===== src/rtl/pipeline_snapshot.sv =====
// Freezes N_CH pipeline latch vectors on a capture request and streams them out
// as a framed byte sequence (header, payload LSB-byte first, XOR checksum) over valid/ready.
module pipeline_snapshot #(
   parameter int         N_CH   = 4,
   parameter int         NB_CH  = 160,
   parameter logic [7:0] HEADER = 8'hA5
) (
   input  logic                  i_clk,
   input  logic                  i_reset,
   input  logic                  i_capture,
   input  logic [N_CH*NB_CH-1:0] i_data,
   input  logic                  i_ready,
   output logic [7:0]            o_data,
   output logic                  o_valid,
   output logic                  o_busy,
   output logic                  o_done,
   output logic                  o_dropped
);

   // state   | meaning
   // IDLE    | no frame; capture request loads snapshot
   // HEADER  | presenting frame start byte
   // PAYLOAD | presenting snapshot bytes, channel 0 first, LSB byte first
   // CHECK   | presenting XOR of all payload bytes

   localparam int NBYTES = (NB_CH + 7) / 8;
   localparam int TOTAL  = N_CH * NBYTES;
   localparam int IW     = $clog2(TOTAL + 1);
   localparam logic [IW-1:0] LAST_IDX = IW'(TOTAL - 1);

   typedef enum logic [1:0] {ST_IDLE, ST_HEADER, ST_PAYLOAD, ST_CHECK} state_t;

   state_t            state;
   logic [TOTAL*8-1:0] pad;
   logic [TOTAL*8-1:0] snap;
   logic [TOTAL*8-1:0] snap_shift;
   logic [IW-1:0]      idx;
   logic [7:0]         csum;
   logic               xfer;

   // Each channel occupies a whole number of bytes; bits above NB_CH stay zero.
   always_comb begin
      pad = '0;
      for (int k = 0; k < N_CH; k++) begin
         pad[k*NBYTES*8 +: NB_CH] = i_data[k*NB_CH +: NB_CH];
      end
   end

   assign snap_shift = snap >> 8;
   assign o_valid    = (state != ST_IDLE);
   assign o_busy     = (state != ST_IDLE);
   assign xfer       = o_valid & i_ready;

   // The snapshot shifts down one byte per accepted payload byte, so the
   // next byte to present is always in the low byte of snap_shift.
   always_ff @(posedge i_clk) begin
      if (!i_reset) begin
         state     <= ST_IDLE;
         snap      <= '0;
         idx       <= '0;
         csum      <= '0;
         o_data    <= '0;
         o_done    <= 1'b0;
         o_dropped <= 1'b0;
      end else begin
         o_done <= 1'b0;
         if (i_capture && state != ST_IDLE) begin
            o_dropped <= 1'b1;
         end
         case (state)
            ST_IDLE: begin
               if (i_capture) begin
                  snap   <= pad;
                  csum   <= '0;
                  idx    <= '0;
                  o_data <= HEADER;
                  state  <= ST_HEADER;
               end
            end
            ST_HEADER: begin
               if (xfer) begin
                  o_data <= snap[7:0];
                  state  <= ST_PAYLOAD;
               end
            end
            ST_PAYLOAD: begin
               if (xfer) begin
                  csum <= csum ^ o_data;
                  snap <= snap_shift;
                  idx  <= idx + IW'(1);
                  if (idx == LAST_IDX) begin
                     o_data <= csum ^ o_data;
                     state  <= ST_CHECK;
                  end else begin
                     o_data <= snap_shift[7:0];
                  end
               end
            end
            ST_CHECK: begin
               if (xfer) begin
                  o_data <= '0;
                  o_done <= 1'b1;
                  state  <= ST_IDLE;
               end
            end
            default: state <= ST_IDLE;
         endcase
      end
   end

endmodule


===== config.mk =====
export PLATFORM = sky130hd
export DESIGN_NAME = pipeline_snapshot
export DESIGN_NICKNAME = d
export VERILOG_FILES = /design/src/rtl/pipeline_snapshot.sv
export SDC_FILE = /design/constraint.sdc
export NUM_CORES = 1
export LEC_CHECK = 0
export BUFFER_PORTS_ARGS = -buffer_cell sky130_fd_sc_hd__buf_2
export CAP_MARGIN = 20
export CORE_MARGIN = 4
export CORE_UTILIZATION = 47
export CTS_BUF_LIST = sky130_fd_sc_hd__clkbuf_4
export CTS_CLUSTER_SIZE = 28
export DETAILED_ROUTE_END_ITERATION = 7
export PLACE_DENSITY = 0.67
export REMOVE_ABC_BUFFERS = 1
export SYNTH_ARGS = -nofsm -noshare
export SYNTH_HDL_FRONTEND = slang
export SYNTH_SLANG_ARGS = --single-unit

===== constraint.sdc =====
create_clock -name i_clk -period 2.46 [get_ports i_clk]
set_clock_uncertainty 0.15 [all_clocks]
set_input_delay 0.123 -clock i_clk [delete_from_list [all_inputs] [get_ports i_clk]]
set_output_delay 0.123 -clock i_clk [all_outputs]
set_load 0.01 [all_outputs]

==> flow_summary.toml, run 1 <==
[placed_design]
place_inst = 4302
port_buffers = 655
placedInstanceArea_mm2 = 0.0347
hpwl_mm = 58.5
routabilityCongestion = 0.810

[clock_tree]
cts.sinks = 667
clockRootBuffer = "clkbuf_4"
numCtsBuffers = 175
clk_path_buf_depth = 3
cts_max_level = 4
postCtsSetupRepairBufs = 0
hold_buffers = 920
ctsResizeCount = 0

[floorplanning]
io_pins = 656
die_y_um = 266
num_rows = 94
initial_core_util_pct = 47.5
die_x_um = 266

[synth]
yosysWarnings = 0
synth_top_area_share_pct = 42.7
synthMuxAreaShare_pct = 20.2
synthCells = 3005
syn_avg_cell_area_um2 = 10.4
ys_types = 33
synth-main-ff-cell = "dfxtp_1"
synth.most_common_cell = "dfxtp_1"
ys_ff_latch = 667
yosysTopAreaCell = "dfxtp_1"
synth-async-reset-ratio_pct = 0
synth_top_family_by_area = "compound AO/OA/AOI/OAI gates"
synth_compound_area_share_pct = 21.4
synth_area_leaders = "dfxtp_1 43%, mux2i_1 20%, o211a_1 20%"
synth.top_cells.by_count = "667 x dfxtp_1, 636 x nand2_1, 633 x mux2i_1"
synth-xor-area-share_pct = 0.364
synth.yosys.seq_area_share_pct = 42.7
synthAdderAreaFrac_pct = 0.200
netlist_area_mm2 = 0.0313
synth-edff-count = 0
synth_simple_gate_area_share_pct = 8.72

[outcome]
stop_stage = "clock tree synthesis (4_1_cts)"
outcome = "did not finish"
error = "[ERROR RSZ-0060] Max buffer count reached."
-- logic make-up after synthesis --
| kind of cell | count (synthesis) |
|---|---|
| AOI/OAI and AO/OA | 693 |
| xor gates and xnor gates | 13 |
| adders and majority gates | 5 |
| buffers and inverters | 298 |
| DFF | 667 |
| muxes | 633 |
| and+or+nand+nor | 696 |
-- per-stage QoR --
step,hold WS [ns],setup slack [ns],util (%)
2_1_floorplan,0.101,-47.40,-
3_3_place_gp,0.248,0.232,52.7
3_5_place_dp,0.259,0.167,52.7
==> inputs of run 2 (changes only) <==
- CORE_UTILIZATION: 47 -> 32
- CTS_BUF_LIST: sky130_fd_sc_hd__clkbuf_4 -> unset
- CTS_CLUSTER_SIZE: 28 -> unset
- PLACE_DENSITY: 0.67 -> unset
- PLACE_DENSITY_LB_ADDON: unset -> 0.15
==> run 2 against run 1 <==
The run now ends clean; area after synthesis is the same; synthesized cell count is the same.
==> flow_summary.toml, run 2 <==
[outcome]
outcome = "finished, final reports clean"

[clock_tree]
cts_tree = "done"
cts.clk_slew.worst_paths_ns = 0.06
clock_latency_ns = 0.64
numCtsBuffers = 80
cts.sinks = 667
clockRootBuffer = "clkbuf_16"
postCtsSetupRepairBufs = 0
clk_path_buf_depth = 3
cts_max_level = 3

[cells_and_area]
final_cell_mix = "667 x dfxtp_1, 654 x buf_2, 644 x dlygate4sd3_1"
area_delta_synth_final_pct = 42.7
largest_reg_flops = 640
final_common_cell = "dfxtp_1"
final_nets = 4826
drive_gt1_share_pct = 20.7
largestRegisters = "snap x640, csum x8, o_data x8"
regMostFlops = "snap"

[floorplanning]
core_mm2 = 0.0969
io_pins = 656
die_x_um = 321
die_y_um = 321
die-area_mm2 = 0.103
num_rows = 114
initial_core_util_pct = 32.3

[synth]
syn_avg_cell_area_um2 = 10.4
synth_compound_area_share_pct = 21.4
synthAdderAreaFrac_pct = 0.200
yosysTopAreaCell = "dfxtp_1"
synthMuxAreaShare_pct = 20.2
synth_top_family_by_area = "compound AO/OA/AOI/OAI gates"
yosysWarnings = 0
synth.top_cells.by_count = "667 x dfxtp_1, 636 x nand2_1, 633 x mux2i_1"
synth.most_common_cell = "dfxtp_1"
synth_simple_gate_area_share_pct = 8.72
netlist_area_mm2 = 0.0313
synthCells = 3005
synth_area_leaders = "dfxtp_1 43%, mux2i_1 20%, o211a_1 20%"
synth-edff-count = 0
synth-xor-area-share_pct = 0.364
synth.yosys.seq_area_share_pct = 42.7
ys_types = 33
synth_top_area_share_pct = 42.7
synth-async-reset-ratio_pct = 0
ys_ff_latch = 667
synth-main-ff-cell = "dfxtp_1"

[critical_path]
critical_path_cell_count = 9
max_stage_delay_ns = 0.37
cpMaxStageDelayCell = "dfxtp_1"
cp-end-kind = "flip-flop"
critPathKind = "flip-flop to flip-flop"
cp.arrival_ns = 2.67
r2r_cells = 9
crit_path_max_fanout = 30
path_buf_inv = 4
cp-start-kind = "flip-flop"
crit_top_cell = "buf_12"
crit_chain = "inv_1 -> ha_4 -> and3b_2 -> nand2b_4 -> buf_12 -> buf_12 -> buf_4 -> nand2_1 -> o211a_1"
worstPathRequired_ns = 2.83
cp_top_family = "buffers and inverters"

[timing]
finalCritPeriodShare_pct = 93.7
fin_crit_ns = 2.31
fmax_mhz = 434
tightest_slew_ns = 0.762
drv_slew = 0
rsz0062_at_grt = "no"
report.final.setup_viol = 0
hold_violations = 0
relSlewSlack_pct = 49.2
fin_tns_setup_ns = 0

[drt]
drcViolationCount = 0
drtIter0Drc = 1375
vias = 26716
ant_nets = 0
routedWlPerCell_um = 17.4
vias_per_cell = 4.83
first_pass_iters = 6
drt-total-wl_mm = 96.1

[global_route]
grt_pass1_wl_mm = 151
grt_max_degree = 128
antenna_found_initial = 28
grt_pass1_vias = 27592
globalRouteOverflowTotal = 0
grt_use_total_pct = 18.0

[power_and_ir_drop]
leakagePower_nw = 23.2
ir_worst_vdd_mv = 0.537
total_power_mw = 42.9
p_per_area_mw_per_mm2 = 961

[placed_design]
port_buffers = 655
routabilityCongestion = 0.739
hpwl_mm = 63.8

[flow_run]
max_cap_violations = 0

[hold_path]
holdPathStages = 4
hp-class = "primary input to flip-flop"
==> run 2: cell counts after synthesis <==
Identical to the previous run, type by type.
==> run 2: area by class of cell <==
class	instances	area (um^2)
Clock buffer	116	2410
Sequential cell	667	13400
Multi-Input combinational cell	2040	16000
Antenna cell	21	52.6
Fill cell	9214	52200
Timing Repair Buffer	1385	11000
Inverter	3	11.3
Tap cell	1276	1600
Clock inverter	26	303
==> run 2: final timing paths <==
kind	end	slack, ns	start
worst max-delay path	snap[341]	0.15	state[0]
worst min-delay path	snap[635]	0.17	i_data[635]
worst max register to register	snap[341]	0.15	state[0]
worst min register to register	o_data[1]	0.34	snap[1]
==> run 2: per-layer routing <==
layer / wire [um] / global-route usage (%)
met4: 4080 / 8.14
met1: 41000 / 21.6
met3: 4160 / 3.79
met2: 46800 / 31.1
met5: 87 / 0
==> run 2: cells by family (layout without fill, tap and decap cells) <==
| family | count (synthesis) | after routing |
|---|---|---|
| and+or+nand+nor | 696 | 696 |
| AOI/OAI and AO/OA | 693 | 693 |
| DFF | 667 | 667 |
| muxes | 633 | 633 |
| buffers and inverters | 298 | 1530 |
| xor gates and xnor gates | 13 | 13 |
| adders and majority gates | 5 | 5 |
| other | 0 | 21 |
==> run 2: what timing repair did <==
item                                    CTS  global route
hold buffers                            644             0
hold endpoints to repair                666             0
endpoints found under the setup margin    0            57
gates resized for setup                   0             5
==> run 2: stage by stage <==
step,setup slack (ns),cell area (um^2),utilization [%],cells,hold slack (ns)
final,0.154,44700,46.1,5534,0.166
after global routing,0.0143,44700,46.1,5533,0.151
after CTS,0.0809,44600,46.0,5512,0.0856
after detailed placement,0.104,35400,36.6,4726,0.258
after global placement,0.0696,35400,36.6,4726,0.249
after floorplan,-47.40,29300,-,2710,0.101
==> run 2: worst register-to-register path: cells and delay by family, from the launching register on <==
| kind | cells | cell delay (ns) |
|---|---|---|
| buffers and inverters | 4 | 0.73 |
| adder cells (fa/ha/maj) | 1 | 0.21 |
| AND/OR/NAND/NOR | 3 | 0.61 |
| flip-flops | 1 | 0.37 |
| AO/OA/AOI/OAI | 1 | 0.13 |
==> run 2: power by group <==
group          switching (mW)  internal, mW
combinational            7.46          7.23
sequential               1.82          14.2
clock                    4.82          7.42
total                    14.1          28.8
Note: power is estimated with default switching activity, not from simulation.
==> inputs of run 3 (changes only) <==
- CORE_ASPECT_RATIO: unset -> 0.6
- SETUP_SLACK_MARGIN: unset -> 0.3
==> run 3 against run 2 <==
Core utilization grew 1.1 points; combinational power grew 17%; clock-buffer cell count shrank 8; sequential share of layout area shrank 0.57 points; critical endpoint is now snap[59]; wire length grew 6.9%.
==> flow_summary.toml, run 3 (synthesis gave the netlist of run 2 again) <==
[timing]
rsz0062_at_grt = "yes"
tightest_slew_ns = 0.556
report.final.setup_viol = 0
fin_tns_setup_ns = 0
finalCritPeriodShare_pct = 87.4
hold_violations = 0
drv_slew = 0
fmax_mhz = 465
relSlewSlack_pct = 62.9
fin_crit_ns = 2.15

[floorplanning]
io_pins = 656
initial_core_util_pct = 32.4
die-area_mm2 = 0.103
die_x_um = 412
die_y_um = 250
num_rows = 88
core_mm2 = 0.0966

[drt]
routedWlPerCell_um = 18.3
vias = 27095
first_pass_iters = 5
drt-total-wl_mm = 103
ant_nets = 0
vias_per_cell = 4.82
drtIter0Drc = 1481
drcViolationCount = 0

[critical_path]
timing.rr.end = "snap[59]"
cp-end-kind = "flip-flop"
crit_chain = "inv_4 -> ha_4 -> buf_4 -> nand3b_1 -> nand2b_4 -> buf_12 -> buf_16 -> buf_12 -> clkbuf_16 -> nand2_1 -> o211a_1"
crit_top_cell = "buf_12"
cp-start-kind = "flip-flop"
cpMaxStageDelayCell = "dfxtp_4"
path_buf_inv = 6
critPathKind = "flip-flop to flip-flop"
max_stage_delay_ns = 0.36
r2r_cells = 11
ff2ff_setup_slack_ns = 0.31
rr_startpoint = "state[0]"
cp.arrival_ns = 2.52
crit_path_max_fanout = 10
worstPathRequired_ns = 2.83
cp_top_family = "buffers and inverters"

[power_and_ir_drop]
switchingPower_mw = 14.8
leakagePower_nw = 23.6
p_per_area_mw_per_mm2 = 967
intPower_mw = 29.2
ir_worst_vdd_mv = 0.494
swShare_pct = 33.7
clockPowerShare_pct = 24.6
p_comb_share_pct = 39.1
pwr-share-seq_pct = 36.3

[cells_and_area]
fill_cells = 9124
largestRegisters = "snap x640, csum x8, o_data x8"
final_common_cell = "dfxtp_1"
design_area_mm2 = 0.0456
area_delta_synth_final_pct = 45.5
drive_gt1_share_pct = 21.6
final_nets = 4882
largest_reg_flops = 640
final_cell_mix = "665 x dfxtp_1, 654 x buf_2, 644 x dlygate4sd3_1"
regMostFlops = "snap"

[clock_tree]
numCtsBuffers = 71
cts_tree = "done"
cts_max_level = 3
clock_latency_ns = 0.62
clockRootBuffer = "clkbuf_16"
cts.sinks = 667
clk_path_buf_depth = 3
cts.clk_slew.worst_paths_ns = 0.06

[hold_path]
hp-class = "primary input to flip-flop"
hold_path_end = "snap[437]"
holdPathStages = 5
hp-start = "i_data[437]"

[global_route]
grt_max_degree = 72
globalRouteOverflowTotal = 0
grt_use_total_pct = 19.0
grt_pass1_vias = 27852
antenna_found_initial = 29
grt_pass1_wl_mm = 158

[placed_design]
routabilityCongestion = 0.771
placedInstanceArea_mm2 = 0.0357
hpwl_mm = 65.7
port_buffers = 655

[flow_run]
max_cap_violations = 0

[outcome]
outcome = "finished, final reports clean"
-- run 3: cell count changes in the layout (fill, tap and decap cells not counted), moves of 3 or more --
cell       previous run  this run
buf_4                42        62
buf_6                 0        10
clkbuf_1             12        19
diode_2              21        27
bufinv_16             6         3
buf_12               41        35
buf_16                2        30
clkbuf_8             21        17
clkinv_2             14        11
-- run 3: layer usage --
layer | share of wire, % | up-vias | global-route usage, %
li1 | - | 13488 | -
met1 | 46 | 12939 | 25.2
met2 | 47 | 509 | 31.5
met3 | 3.7 | 155 | 3.34
met4 | 2.3 | 4 | 5.56
met5 | 0.020 | - | 0
-- run 3: stage by stage --
stage	hold slack (ns)	std cells	power [mW]	setup WS (ns)	util [%]
2_1_floorplan	0.101	2710	17.3	-47.40	-
3_3_place_gp	0.244	4781	30.2	0.192	37.0
3_5_place_dp	0.252	4781	30.3	0.119	37.0
4_1_cts	0.152	5574	43.8	0.281	46.7
5_1_grt	0.189	5617	46.9	0.226	47.2
6_report	0.221	5618	44.0	0.309	47.2
-- run 3: power groups by stage --
stage | sequential, mW | combinational, mW | clock (mW)
2_1_floorplan | 12.2 | 5.13 | 0
3_5_place_dp | 16.2 | 14.2 | 0
5_1_grt | 16.3 | 18.9 | 11.7
6_report | 16.0 | 17.2 | 10.8
4_1_cts | 15.9 | 16.6 | 11.3
3_3_place_gp | 16.1 | 14.0 | 0
-- run 3: how the worst max path moves through the flow --
stage | from | endpoint | slack [ns] | cells past startpoint
final | state[0] | snap[59] | 0.31 | 11
after global placement | state[0] | snap[466] | 0.19 | 8
after floorplan | state[0] | snap[0] | -47.40 | 6
after CTS | state[0] | snap[59] | 0.28 | 7
after detailed placement | state[0] | snap[27] | 0.12 | 8
after global routing | state[0] | snap[92] | 0.23 | 11
-- run 3: final cells by class --
class                   count  area (um^2)  area share (%)
multi-input cells        2040        16000            35.1
flip-flops and latches    667        13400            29.3
repair buffers           1450        12200            26.7
clock buffers             108         2110            4.62
well taps                1305         1630            3.58
clock inverters            18          188           0.412
diodes                     27         67.6           0.148
inverters                   3         13.8          0.0302
-- run 3: worst min-delay path, delay by kind of cell --
family | cells | cell delay, ns
AOI/OAI and AO/OA | 1 | 0.13
muxes | 1 | 0.05
and+or+nand+nor | 1 | 0.06
buffers and inverters | 2 | 0.61
-- run 3: what timing repair did --
action	CTS	global route
hold endpoints to repair	656	0
buffers inserted	9	4
resized for setup	40	25
setup endpoints to repair	545	435
hold buffers	644	0
pin swaps	1	1
cloned	14	13
